===== src/rtl/mem_arbiter.sv =====
// Arbiter that shares one single-port RAM with registered read data between
// two masters. Grants use a bounded-burst round-robin, and read data is steered back by tag.
module mem_arbiter #(
    parameter int WIDTH     = 16,
    parameter int ADR_BITS  = 16,
    parameter int MAX_BURST = 4
) (
    input  logic                clk,
    input  logic                rst_n,
    input  logic                a_req,
    input  logic                a_we,
    input  logic [ADR_BITS-1:0] a_adr,
    input  logic [WIDTH-1:0]    a_wdata,
    input  logic                b_req,
    input  logic                b_we,
    input  logic [ADR_BITS-1:0] b_adr,
    input  logic [WIDTH-1:0]    b_wdata,
    output logic                a_gnt,
    output logic                b_gnt,
    output logic                a_rvalid,
    output logic                b_rvalid,
    output logic [WIDTH-1:0]    a_rdata,
    output logic [WIDTH-1:0]    b_rdata,
    output logic                mem_en,
    output logic                mem_write,
    output logic [ADR_BITS-1:0] mem_adr,
    output logic [WIDTH-1:0]    mem_wdata,
    input  logic [WIDTH-1:0]    mem_rdata
);

    localparam int               CNT_W   = $clog2(MAX_BURST + 1);
    localparam logic [CNT_W-1:0] CNT_MAX = CNT_W'(MAX_BURST);

    typedef enum logic [1:0] {
        SRC_NONE = 2'd0,
        SRC_A    = 2'd1,
        SRC_B    = 2'd2
    } src_e;

    src_e             owner;
    src_e             last;
    src_e             rd_tag;
    src_e             g;
    src_e             other;
    logic [CNT_W-1:0] cnt;
    logic             own_req;
    logic             oth_req;

    // Requests seen from the current owner's point of view.
    // NOTE: every combinational output gets a default first so no path leaves it unassigned (no latch).
    always_comb begin
        own_req = 1'b0;
        oth_req = 1'b0;
        other   = SRC_NONE;
        case (owner)
            SRC_A: begin
                own_req = a_req;
                oth_req = b_req;
                other   = SRC_B;
            end
            SRC_B: begin
                own_req = b_req;
                oth_req = a_req;
                other   = SRC_A;
            end
            default: ;
        endcase
    end

    // The owner keeps the RAM until its burst is used up and the other master is waiting.
    always_comb begin
        g = SRC_NONE;
        if (!rst_n)
            g = SRC_NONE;
        else if (owner != SRC_NONE && own_req && (!oth_req || cnt < CNT_MAX))
            g = owner;
        else if (owner != SRC_NONE && oth_req)
            g = other;
        else if (a_req && b_req)
            g = (last == SRC_A) ? SRC_B : SRC_A;
        else if (a_req)
            g = SRC_A;
        else if (b_req)
            g = SRC_B;
    end

    always_comb begin
        mem_en    = 1'b0;
        mem_write = 1'b0;
        mem_adr   = '0;
        mem_wdata = '0;
        case (g)
            SRC_A: begin
                mem_en    = 1'b1;
                mem_write = a_we;
                mem_adr   = a_adr;
                mem_wdata = a_wdata;
            end
            SRC_B: begin
                mem_en    = 1'b1;
                mem_write = b_we;
                mem_adr   = b_adr;
                mem_wdata = b_wdata;
            end
            default: ;
        endcase
    end

    assign a_gnt    = (g == SRC_A);
    assign b_gnt    = (g == SRC_B);
    assign a_rvalid = (rd_tag == SRC_A);
    assign b_rvalid = (rd_tag == SRC_B);
    assign a_rdata  = mem_rdata;
    assign b_rdata  = mem_rdata;

    // NOTE: state registers use non-blocking assignments so every flop samples pre-edge values.
    always_ff @(posedge clk or negedge rst_n) begin
        if (!rst_n) begin
            owner  <= SRC_NONE;
            last   <= SRC_B;
            cnt    <= '0;
            rd_tag <= SRC_NONE;
        end else begin
            owner <= g;
            if (g == SRC_NONE)
                cnt <= '0;
            else if (g == owner) begin
                if (cnt != CNT_MAX)
                    cnt <= cnt + CNT_W'(1);
            end else
                cnt <= CNT_W'(1);
            if (g != SRC_NONE)
                last <= g;
            // The tag follows the read so the data returning next cycle reaches its requester.
            rd_tag <= (g != SRC_NONE && !mem_write) ? g : SRC_NONE;
        end
    end

endmodule


===== config.mk =====
export PLATFORM = sky130hd
export DESIGN_NAME = mem_arbiter
export DESIGN_NICKNAME = d
export VERILOG_FILES = /design/src/rtl/mem_arbiter.sv
export SDC_FILE = /design/constraint.sdc
export NUM_CORES = 1
export LEC_CHECK = 0
export ABC_AREA = 1
export CORE_AREA = 2 2 60 62
export CTS_CLUSTER_DIAMETER = 120
export CTS_CLUSTER_SIZE = 20
export DETAILED_ROUTE_END_ITERATION = 7
export DIE_AREA = 0 0 62 64
export DONT_BUFFER_PORTS = 1
export GPL_ROUTABILITY_DRIVEN = 0
export SETUP_SLACK_MARGIN = 0.5
export SLEW_MARGIN = 10
export SYNTH_ARGS = -nofsm -noshare
export SYNTH_HDL_FRONTEND = slang
export SYNTH_SLANG_ARGS = --single-unit

===== constraint.sdc =====
create_clock -name clk -period 3.5 [get_ports clk]
set_input_delay 0.7 -clock clk [delete_from_list [all_inputs] [get_ports clk]]
set_output_delay 0.7 -clock clk [all_outputs]
set_load 0.01 [all_outputs]

* Yosys cells after proc, flatten, opt, wreduce, memory -nomap -nowiden
Cells that the tools add are included.
** Storage, ports and cells
- Bits in registers :: 9
- Latch bits :: 0
- Memory bits (writable) :: 0
- Memories :: 0
- Output and inout port bits :: 70
- ROM bits :: 0
- Input port bits :: 86
- Word-level logic and storage cells :: 46
** Operators by class
- Reductions and logical operators :: 12
- Bitwise gates (word level) :: 0
- Add/subtract/negate cells :: 1
- $lt $le $gt $ge :: 1
- Equal/unequal tests :: 10
- Div/mod/pow operators :: 0
- Mux-type cells :: 18
- $mul :: 0
- Shifts and indexed selects :: 0
** Operators with widths (count)
- $pmux 16 s2 :: 2
- $mux 2 :: 8
- $mux 3 :: 3
- $eq 2x1->1 const B :: 4
- $eq 2x2->1 const B :: 3
- $pmux 1 s2 :: 3
- $logic_and 1x1->1 :: 5
- $pmux 2 s2 :: 1
- $reduce_bool 2->1 :: 2
- $add 3x1->3 const B :: 1
- $lt 3x3->1 const B :: 1
- $ne 3x2->1 const B :: 1
- $ne 3x3->1 const B :: 1
- $eq 2x2->1 :: 1
- $logic_not 1->1 :: 2
- $logic_not 2->1 :: 1
- $reduce_or 2->1 :: 1
- $logic_or 1x1->1 :: 1
- $mux 1 :: 1

* Logic depth before layout (Yosys ltp)
Gate-level depths: netlist of the first run.
- Word-level depth :: 12
- Mapped depth :: 16
- Mapped depth without buffers :: 15

* Worst setup path after synthesis of the first run
No wires, ideal clock.
- Path kind :: register to output
- From :: reg owner[0]
- To :: out mem_adr[0]
- Required time :: 2800 ps
- Path buffers :: 2
- Data arrival time :: 2410 ps
- Path slack :: 390 ps
- Cell stages (with the launch flop) :: 15
- Cells stage by stage :: dfrtp_1 > inv_1 > ha_1 > inv_1 > nor2_4 > and2_2 > nand2_2 > nand2_1 > nand2_1 > nor2_1 > ha_1 > clkbuf_1 > clkbuf_1 > nand2_1 > a21oi_1
** On the way
- Longest elaborated chain between the ends :: 9
- Elaborated cells on any way between the ends :: 17
- Those cells by class :: eq/ne (4); mux (7); reduce/logical (6)
** RTL lines
- start: declaration :: RTL line 40 : src_e owner;
- start signal: assignment :: RTL line 124 : owner <= g;
- $eq 2x2->1 or $eq 2x1->1 (tied branches) :: RTL line 55 : case (owner)
- $pmux 1 s2 :: RTL line 55
- $logic_not 1->1 :: RTL line 75 : else if (owner != SRC_NONE && own_req && (!oth_req || cnt < CNT_MAX))
- $logic_or 1x1->1 :: RTL line 75
- $logic_and 1x1->1 :: RTL line 75
- $mux 2 * :: RTL line 75
- $mux 2 * :: RTL line 73 : if (!rst_n)
- net g[0] :: RTL line 43 : src_e g;
- $eq 2x1->1 *
- net a_gnt :: RTL line 18 : output logic a_gnt,
- $pmux 16 s2 * :: RTL line 92 : case (g)
- end: declaration :: RTL line 26 : output logic [ADR_BITS-1:0] mem_adr,
Mark *: on every way through the listed nets, which the timed path passes. The rest lies on a longest branch.

* Worst setup path in the final report of the first run
- From :: reg owner[0]
- To :: out mem_adr[0]
** On the way
- Longest elaborated chain between the ends :: 9
- Elaborated cells on any way between the ends :: 17
- Those cells by class :: eq/ne (4); mux (7); reduce/logical (6)
** RTL lines (RTL line)
- $eq 2x2->1 or $eq 2x1->1 (tied branches) :: 55
- $pmux 1 s2 :: 55
- $logic_not 1->1 :: 75
- $logic_or 1x1->1 :: 75
- $logic_and 1x1->1 :: 75
- $mux 2 * :: 75
- $mux 2 * :: 73
- net g[1] :: 43
- $eq 2x2->1 or $eq 2x1->1 (tied branches) :: 92
- $pmux 16 s2 * :: 92
Marked as above.

==> metrics.cfg, run 1 <==
[synthesis]
netlist_area_sq_um = 1340
ys_types = 19
synthesis.nets = 325
synth_cells = 231
ys_seq_area_frac = 0.169
avgSynthCellArea_sq_um = 5.81
ys_ff_latch = 9
synth_top_area_share = 0.255
synth_warnings = 0
yosys.area.top_type = nand2_1
synthTopCellsByArea = nand2_1 25%, buf_4 18%, dfrtp_1 15%

[route]
drtAntennaViolNets = 0
vias = 1421
wl_per_cell_microns = 19.4
via_per_inst = 5.32
drt_iter0_markers = 35
drt-total-wl_microns = 5190
drtPass1Iterations = 4
drc = 0

[timing]
fin_worst_skew_ps = 9.56
finalMaxSlewViolations = 0
setup_violations = 0
hold_viol_final = 0
min_period_over_period = 0.927
worstMarginPinSlew_ps = 238
max_slew_margin = 0.841
period_minus_slack_ps = 3250
rsz0062_at_grt = true
setup_slack_ps = 255
fin_setup_tns_ps = 0
clock.fmax_mhz = 308

[min_path]
min_path_type = primary input to async pin

[critical_path]
crit_top_cell = inv_2
cp-end-kind = primary output
path_cells = inv_2, ha_4, inv_2, nor2_4, and2_4, nand2_4, nand2_1, nand2_2, nor2_4, inv_2, ha_4, inv_6, bufbuf_16, a21oi_4
required_ps = 2800
regToRegSetupSlack_ps = 1030
crit_fanout = 8
max_stage_delay_ps = 370
cp-start-kind = flip-flop
path_class = flip-flop to primary output
slowest_stage = dfrtp_1
worstPathArrival_ps = 2550

[floorplanning]
start_util = 0.408
die_h_microns = 64
core_sq_um = 3280
boundaryPins = 156
rows = 21
fp.dieArea_sq_um = 3970
die_x_microns = 62

[placement]
placed_cell_area_sq_um = 1310
dp_slack_ps = 208
dp_hpwl_microns = 2770
numPortBuffers = 0

[pwr]
vdd_drop_max_mv = 0.209
p_per_area_nw_per_um2 = 343
p_leak_nw = 0.880

[global_route]
antenna_found_initial = 0
overflow = 0
grt_pass1_vias = 1308
grt_max_degree = 17
grt_use_total = 0.239
grt_pass1_wl_microns = 6890

[cells_and_area]
num_antenna_cells = 0
drive_gt1_frac = 0.570
fillCellCount = 250
design_area_sq_um = 2310
areaGrowthSynthToFinish_pct = 72.3
fin_nets = 316

[outcome]
status = finished clean

[clock_tree]
clk_path_buf_depth = 2
cts_root_buffer = clkbuf_4
clk_pin_slew_ps = 70
tritoncts = done
numClockSinks = 9
cts_buffers = 3
cts_hold_buf = 0
clock_latency_ps = 270
h-tree-depth = 1

[run]
maxCapViolations = 0

## cells in the mapped netlist
master and count:
o21ai_0 2, nor2_2 1, a21oi_1 35, and2_2 1
dfstp_2 1, nand4_1 2, dfrtp_1 8, nand3_1 2
nand3b_1 3, nor2_4 1, nand2_2 3, buf_4 32
xor2_1 1, buf_1 3, nor2_1 14, clkbuf_1 8
inv_1 15, ha_1 8, nand2_1 91
## kinds of logic (layout without fill, tap and decap cells)
| family | after synthesis | count (layout) | synth area share |
|---|---|---|---|
| flip-flops | 9 | 9 | 0.169 |
| XOR/XNOR | 1 | 1 | 0.00653 |
| buffers and inverters | 58 | 48 | 0.252 |
| adder cells (fa/ha/maj) | 8 | 8 | 0.0746 |
| AO/OA/AOI/OAI | 37 | 37 | 0.138 |
| AND/OR/NAND/NOR | 118 | 118 | 0.360 |
## sequential cells by signal, indices dropped and copies added (netlist names)
name and count:
last 2, rd_tag 2, cnt 3, owner 2
## metrics by stage
| step | instances | util | total power (W) | hold slack (ps) |
|---|---|---|---|---|
| 3_3_place_gp | 242 | 0.397 | 0.000385 | 405 |
| 6_report | 267 | 0.704 | 0.000792 | 118 |
| 3_5_place_dp | 242 | 0.397 | 0.000386 | 405 |
| 4_1_cts | 260 | 0.589 | 0.000696 | 110 |
| 2_1_floorplan | 231 | - | 0.000366 | 404 |
| 5_1_grt | 267 | 0.704 | 0.000827 | 108 |
## cells in the final DEF, fill, tap and decap left out
cell	instances
buf_6	5
o21ai_0	2
nor2_4	4
buf_12	7
nand2_2	24
ha_4	4
nand3_1	1
dfstp_2	1
inv_6	1
clkbuf_16	3
buf_16	4
ha_2	2
inv_1	9
nor2_1	10
dfrtp_1	8
xor2_1	1
nand2_4	16
and2_4	1
bufbuf_16	3
inv_2	5
clkbuf_4	3
nand3b_1	3
nand2_1	54
a21oi_1	2
clkbuf_1	1
buf_4	7
a21oi_4	33
nand4_1	2
nor2_2	2
ha_1	2
nand3_2	1
## per-layer routing
metal | up-vias | GRT usage | routed length [microns]
li1 | 675 | - | -
met1 | 660 | 0.295 | 1980
met2 | 78 | 0.404 | 2840
met3 | 8 | 0.0324 | 275
met4 | 0 | 0.0957 | 95
met5 | - | 0 | 0
## what timing repair did
action                                  CTS  global route
cloned                                    7             3
resized for setup                        59            70
endpoints found under the setup margin   34            34
buffers inserted                          7             4
pin swaps                                 9            14
## worst max-delay path: cells and delay by family, from the launching register on
family          cells  cell delay, ps
buf+inv             5             520
compound gates      1             160
fa+ha+maj           2             570
simple gates        6             640
flops               1             370
## power by group
group | switching (W) | internal, W | total, W
combinational | 0.000306 | 0.000272 | 0.000579
clock | 0.0000396 | 0.0000440 | 0.0000836
sequential | 0.00000913 | 0.000120 | 0.000129
total | 0.000355 | 0.000437 | 0.000792
## worst paths after layout
| path | from | endpoint | depth (start not counted) |
|---|---|---|---|
| worst max-delay path | owner[0]$_DFF_PN0_ | mem_adr[0] | 14 |
| worst min-delay path | rst_n | owner[0]$_DFF_PN0_ | 0 |
| worst max register to register | owner[0]$_DFF_PN0_ | rd_tag[0]$_DFF_PN0_ | 15 |
| worst min register to register | last[1]$_DFFE_PN1P_ | last[1]$_DFFE_PN1P_ | 2 |
| max in group asynchronous | rst_n | last[1]$_DFFE_PN1P_ | 0 |
| min in group clk | last[1]$_DFFE_PN1P_ | last[1]$_DFFE_PN1P_ | 2 |
## cell type report
| class | instances | area (sq um) | share of cell area |
|---|---|---|---|
| Clock buffer | 4 | 26.3 | 0.0114 |
| Sequential cell | 9 | 226 | 0.0980 |
| Timing Repair Buffer | 29 | 532 | 0.230 |
| Multi-Input combinational cell | 164 | 1410 | 0.609 |
| Tap cell | 46 | 57.6 | 0.0249 |
| Inverter | 15 | 61.3 | 0.0265 |
Note: power is estimated with default switching activity, not from simulation.
==> inputs of run 2 (changes only) <==
REMOVE_ABC_BUFFERS = 1   (was default)
==> run 2 against run 1 <==
Combinational power decreased by 26%. Cell count increased by 4.9%. Global-route usage increased by 0.49 points. Via count increased by 3.5%. Clock-buffer cell count unchanged. Sequential share of layout area increased by 2.2 points. Cell area decreased by 18%. Hold slack improved by 11 ps. Sequential cell count unchanged. Core utilization decreased by 13 points. Maximum frequency decreased by 3.2%. Clock skew decreased by 7.3 ps. Critical endpoint is now mem_wdata[3].
==> metrics.cfg, run 2 (synthesis gave the netlist of run 1 again) <==
[cells_and_area]
largest_reg_flops = 3  ; unchanged
final_common_cell = nand2_1
areaGrowthSynthToFinish_pct = 40.9
drive_gt1_frac = 0.449  ; -0.121
num_antenna_cells = 0  ; unchanged
final_cell_mix = 86 x nand2_1, 24 x buf_4, 19 x a21oi_2
regMostFlops = cnt
fin_nets = 329  ; +4.1%

[floorplanning]
rows = 21  ; unchanged
die_h_microns = 64  ; unchanged
core_sq_um = 3280  ; unchanged
boundaryPins = 156  ; unchanged
fp.dieArea_sq_um = 3970  ; unchanged
die_x_microns = 62  ; unchanged
start_util = 0.408  ; unchanged

[timing]
worstMarginPinSlew_ps = 211  ; -26.9 ps
rsz0062_at_grt = true
fin_worst_skew_ps = 2.27  ; -7.30 ps
min_period_over_period = 0.958  ; +0.0307
finalMaxSlewViolations = 0  ; unchanged
period_minus_slack_ps = 3350  ; +108 ps
fin_setup_tns_ps = 0  ; unchanged
clock.fmax_mhz = 298  ; -3.2%
setup_violations = 0  ; unchanged
max_slew_margin = 0.859  ; +0.0180
hold_viol_final = 0  ; unchanged

[min_path]
min_path_type = primary input to async pin

[clock_tree]
cts_root_buffer = clkbuf_4
h-tree-depth = 1  ; unchanged
cts_buffers = 3  ; unchanged
clock_latency_ps = 260  ; about the same
tritoncts = done
clk_path_buf_depth = 2  ; unchanged
clk_pin_slew_ps = 60  ; about the same
numClockSinks = 9  ; unchanged

[critical_path]
crit_top_cell = inv_2
critPathBufInv = 6  ; +1
cp-end-kind = primary output
slowest_stage = dfrtp_1
required_ps = 2800  ; about the same
path_cells = inv_2, ha_4, inv_2, nor2_4, and2_4, nand2_4, nand2_2, nand2_2, nor2_4, inv_2, ha_4, clkinvlp_4, buf_8, a21oi_4, buf_6
crit_fanout = 7  ; -1
path_class = flip-flop to primary output
path_delay_family = buffers and inverters
worstPathArrival_ps = 2650  ; +100 ps
max_stage_delay_ps = 370  ; about the same
cp-start-kind = flip-flop

[route]
via_per_inst = 5.25  ; -1.3%
drt-total-wl_microns = 5120  ; -1.4%
drt_iter0_markers = 62  ; +77%
drc = 0  ; unchanged
wl_per_cell_microns = 18.3  ; -6.0%
drtPass1Iterations = 4  ; unchanged
drtAntennaViolNets = 0  ; unchanged
vias = 1471  ; +3.5%

[global_route]
antenna_found_initial = 0  ; unchanged
grt.met2_usage = 0.378  ; -0.0260
grt_max_degree = 21  ; +4
grt_use_total = 0.244  ; +0.00487
busiest_layer = met2
grt_pass1_vias = 1376  ; +5.2%
grtUsageMet3 = 0.111  ; +0.0789
grt_pass1_wl_microns = 7040  ; +2.2%
grt_use_met1 = 0.307  ; +0.0118
overflow = 0  ; unchanged

[pwr]
p_sw_w = 0.000290  ; -18%
pwr-share-clk = 0.126  ; +0.020
p_leak_nw = 0.723  ; -18%
vdd_drop_max_mv = 0.154  ; -26%
p_comb_frac = 0.672  ; -0.059
p_per_area_nw_per_um2 = 338  ; -1.2%
p_seq_frac = 0.202  ; +0.039
internal_power_w = 0.000349  ; -20%
switching_share = 0.454  ; +0.00516
power_w = 0.000639  ; -19%

[placement]
numPortBuffers = 0  ; unchanged
dp_hpwl_microns = 3630  ; +31%

[outcome]
status = finished clean

[run]
maxCapViolations = 0  ; unchanged

run 2: cell types whose count changed in the layout (fill, tap and decap cells not counted), sizes merged:
cell      before  now
clkbuf         7    4
buf           23   41
clkinvlp       0    1
inv           15   14
bufbuf         3    1
run 2: timing repair:
action                     CTS  global route
gates resized for setup     62            28
hold buffers                 0             0
setup buffers               10             2
setup endpoints to repair   34            35
cloned                       3             2
pin swaps                    6            17
run 2: worst register-to-register path: cells and delay by family (launching register included):
| family | cells | cell delay (ps) |
|---|---|---|
| AOI/OAI and AO/OA | 1 | 180 |
| and+or+nand+nor | 7 | 670 |
| DFF | 1 | 370 |
| adders and majority gates | 2 | 550 |
| buffers and inverters | 5 | 600 |
run 2: through the flow:
stage	setup WS, ps	utilization	std cells	hold slack, ps	cell area (sq um)
global placement	324	0.401	259	405	1320
detailed placement	244	0.401	259	405	1320
finish	147	0.575	280	129	1890
CTS	153	0.535	276	123	1760
floorplan	241	-	188	404	1060
global route	33.1	0.575	280	116	1890
run 2: routing by layer:
metal / vias up / wire, microns
li1: 694 / -
met1: 660 / 2050
met2: 109 / 2340
met3: 6 / 648
met4: 2 / 36
met5: - / 40
run 2: worst paths after layout:
check / from / to / slack (ps) / cells past startpoint
min in group clk: last[1]$_DFFE_PN1P_ / last[1]$_DFFE_PN1P_ / 510 / 2
max reg2reg: owner[1]$_DFF_PN0_ / rd_tag[1]$_DFF_PN0_ / 1000 / 15
max: owner[1]$_DFF_PN0_ / mem_wdata[3] / 150 / 15
min reg2reg: last[1]$_DFFE_PN1P_ / last[1]$_DFFE_PN1P_ / 510 / 2
min: rst_n / last[0]$_DFFE_PN0P_ / 130 / 0
max in group asynchronous: rst_n / last[1]$_DFFE_PN1P_ / 3200 / 0
run 2: cell type report:
class / instances / area (sq um)
Fill cell: 308 / 1400
Multi-Input combinational cell: 164 / 1100
Timing Repair Buffer: 42 / 418
Sequential cell: 9 / 226
Inverter: 15 / 60.1
Tap cell: 46 / 57.6
Clock buffer: 4 / 26.3
run 2: power by group through the flow:
stage               clock [W]  sequential, W  combinational (W)
finish              0.0000809       0.000129           0.000429
global route        0.0000870       0.000131           0.000462
CTS                 0.0000827       0.000129           0.000384
detailed placement          0       0.000132           0.000251
global placement            0       0.000131           0.000250
floorplan                   0       0.000129           0.000163
==> inputs of run 3 (changes only) <==
ABC_AREA = default   (was 1)
CORE_AREA = 4 4 59 61   (was 2 2 60 62)
DIE_AREA = 0 0 63 65   (was 0 0 62 64)
==> run 3 against run 2 <==
Die area up 3.2%. Maximum frequency up 1.5%. Sequential power up 9%. Clock power up 6.7%. Register-to-register slack worse by 160 ps. Non-clock buffer count down 16. Setup slack better by 50 ps. Via count down 9.9%. Sequential share of layout area up 0.14 points. Cell area down 1.2%. Combinational power up 37%. Global-route usage down 2.6 points. Critical path type unchanged.
==> metrics.cfg, run 3 <==
[critical_path]
path_class = flip-flop to primary output
worstPathArrival_ps = 2600  ; -50 ps
r2r_end = rd_tag[0]$_DFF_PN0_
crit_fanout = 15  ; +8
slowest_stage = dfrtp_1
cp-start-kind = flip-flop
max_stage_delay_ps = 400  ; +30 ps
path_cells = inv_2, ha_1, and4b_4, a22o_4, o31ai_4, a21o_2, buf_6, ha_4, buf_12, a22oi_2, nor2b_2
crit-reg2reg-launch = owner[1]$_DFF_PN0_
critPathBufInv = 3  ; -3
cp-end-kind = primary output
regToRegSetupSlack_ps = 840  ; -160 ps
path_delay_family = compound AO/OA/AOI/OAI gates
r2r_cells = 13  ; -2
required_ps = 2800  ; about the same
crit_cells = 11  ; -4

[placement]
numPortBuffers = 0  ; unchanged
dp.cells = 177  ; -32%
dp_slack_ps = 185  ; -58.9 ps
dp_hpwl_microns = 3240  ; -11%

[timing]
rsz0062_at_grt = true
setup_slack_ps = 197  ; +50.1 ps
min_period_over_period = 0.944  ; -0.0143
max_slew_margin = 0.789  ; -0.0698
finalMaxSlewViolations = 0  ; unchanged
period_minus_slack_ps = 3300  ; -50.1 ps
clock.fmax_mhz = 303  ; +1.5%
fin_worst_skew_ps = 1.29  ; -0.976 ps
worstMarginPinSlew_ps = 315  ; +104 ps
setup_violations = 0  ; unchanged
fin_setup_tns_ps = 0  ; unchanged
hold_viol_final = 0  ; unchanged
fin_hold_ws_ps = 113  ; -16.8 ps

[cells_and_area]
num_antenna_cells = 0  ; unchanged
final_cell_mix = 25 x a22oi_2, 22 x nor2b_2, 14 x buf_4
fin_nets = 261  ; -21%
areaGrowthSynthToFinish_pct = 30.3
final_common_cell = a22oi_2
finalNonFillerCells = 199  ; -29%
largest_reg_flops = 3  ; unchanged
regMostFlops = cnt
drive_gt1_frac = 0.663  ; +0.214

[synthesis]
ys_types = 35  ; +16
avgSynthCellArea_sq_um = 7.96  ; +37%
synth-main-ff-cell = dfrtp_1
synth_cells = 180  ; -22%
synth.most_common_cell = nor2b_1
synth_top_area_share = 0.178  ; -0.0765
yosys.area.top_type = a22oi_1
ys_seq_area_frac = 0.158  ; -0.0108
synth_edf_count = 0  ; unchanged
synthTopCellsByCount = 35 x nor2b_1, 34 x a22oi_1, 32 x buf_4
synthTopCellsByArea = a22oi_1 18%, buf_4 17%, nor2b_1 15%
netlist_area_sq_um = 1430  ; +6.8%
synth_warnings = 0  ; unchanged
synth-async-reset-ratio = 1.00  ; unchanged
ys_ff_latch = 9  ; unchanged

[global_route]
overflow = 0  ; unchanged
grt_max_degree = 19  ; -9.5%
antenna_found_initial = 0  ; unchanged
grt_pass1_wl_microns = 6920  ; -1.8%
grt_use_total = 0.219  ; -0.0258
grt_pass1_vias = 1352  ; -1.7%

[clock_tree]
tritoncts = done
clk_path_buf_depth = 2  ; unchanged
h-tree-depth = 1  ; unchanged
numClockSinks = 9  ; unchanged
cts_hold_buf = 0  ; unchanged
clk_pin_slew_ps = 60  ; about the same
cts_root_buffer = clkbuf_4
cts_buffers = 3  ; unchanged
clock_latency_ps = 270  ; about the same

[floorplanning]
rows = 20  ; -4.8%
die_x_microns = 63  ; +1.6%
core_sq_um = 2980  ; -9.3%
start_util = 0.481  ; +0.0727
fp.dieArea_sq_um = 4100  ; +3.2%
die_h_microns = 65  ; +1.6%
boundaryPins = 156  ; unchanged

[route]
drtPass1Iterations = 4  ; unchanged
vias = 1326  ; -9.9%
wl_per_cell_microns = 25.6  ; +40%
drt_iter0_markers = 53  ; -15%
drc = 0  ; unchanged
drtAntennaViolNets = 0  ; unchanged
via_per_inst = 6.66  ; +27%
drt-total-wl_microns = 5090  ; -0.41%

[run]
maxCapViolations = 0  ; unchanged

[min_path]
min_path_type = primary input to async pin

[pwr]
power_w = 0.000815  ; +27%
p_leak_nw = 0.671  ; -7.3%
vdd_drop_max_mv = 0.206  ; +33%
p_per_area_nw_per_um2 = 437  ; +29%

[outcome]
status = finished clean

-- run 3: repair_timing --
item / CTS / global route
setup buffers: 8 / 4
setup endpoints to repair: 38 / 36
endpoints found under the hold margin: 0 / 0
resized for setup: 58 / 43
pin swaps: 3 / 6
gates cloned: 3 / 3
-- run 3: logic make-up (layout without fill, tap and decap cells) --
family,after synthesis,count (layout),share of synthesized area
AND/OR/NAND/NOR,60,60,0.266
XOR/XNOR,1,1,0.00611
adder cells (fa/ha/maj),8,8,0.0699
flip-flops,9,9,0.158
buffers and inverters,51,37,0.217
AO/OA/AOI/OAI,51,51,0.282
-- run 3: per-layer routing --
| layer | vias up | part of all wire | wire [microns] | GRT usage |
|---|---|---|---|---|
| li1 | 587 | - | - | - |
| met1 | 650 | 0.38 | 1930 | 0.278 |
| met2 | 83 | 0.51 | 2590 | 0.319 |
| met3 | 6 | 0.094 | 481 | 0.0797 |
| met4 | 0 | 0.018 | 92 | 0.110 |
| met5 | - | 0 | 0 | 0.0417 |
-- run 3: per-stage QoR --
| stage | instance area (sq um) | utilization |
|---|---|---|
| 2_1_floorplan | 1150 | - |
| 3_3_place_gp | 1260 | 0.424 |
| 3_5_place_dp | 1260 | 0.424 |
| 4_1_cts | 1620 | 0.543 |
| 5_1_grt | 1870 | 0.627 |
| 6_report | 1870 | 0.627 |
-- run 3: worst max path at each step --
| stage | end | start | slack (ps) |
|---|---|---|---|
| after global placement | mem_adr[13] | owner[0]$_DFF_PN0_ | 270 |
| after floorplan | mem_write | owner[0]$_DFF_PN0_ | -80 |
| after CTS | mem_wdata[3] | owner[0]$_DFF_PN0_ | 220 |
| after global routing | mem_wdata[5] | owner[1]$_DFF_PN0_ | 70 |
| final | mem_wdata[5] | owner[1]$_DFF_PN0_ | 200 |
| after detailed placement | mem_write | owner[0]$_DFF_PN0_ | 180 |
-- run 3: cell type report --
type	count	area, sq um
fill	235	1110
tap	33	41.3
multi-input combinational	120	1240
inverter	7	26.3
clock buffer	4	26.3
sequential	9	226
timing repair buffer	26	308
-- run 3: where the power goes --
part           switching [W]  internal [W]
logic               0.000274      0.000315
registers          0.0000143      0.000125
clock network      0.0000420     0.0000443
total               0.000331      0.000484
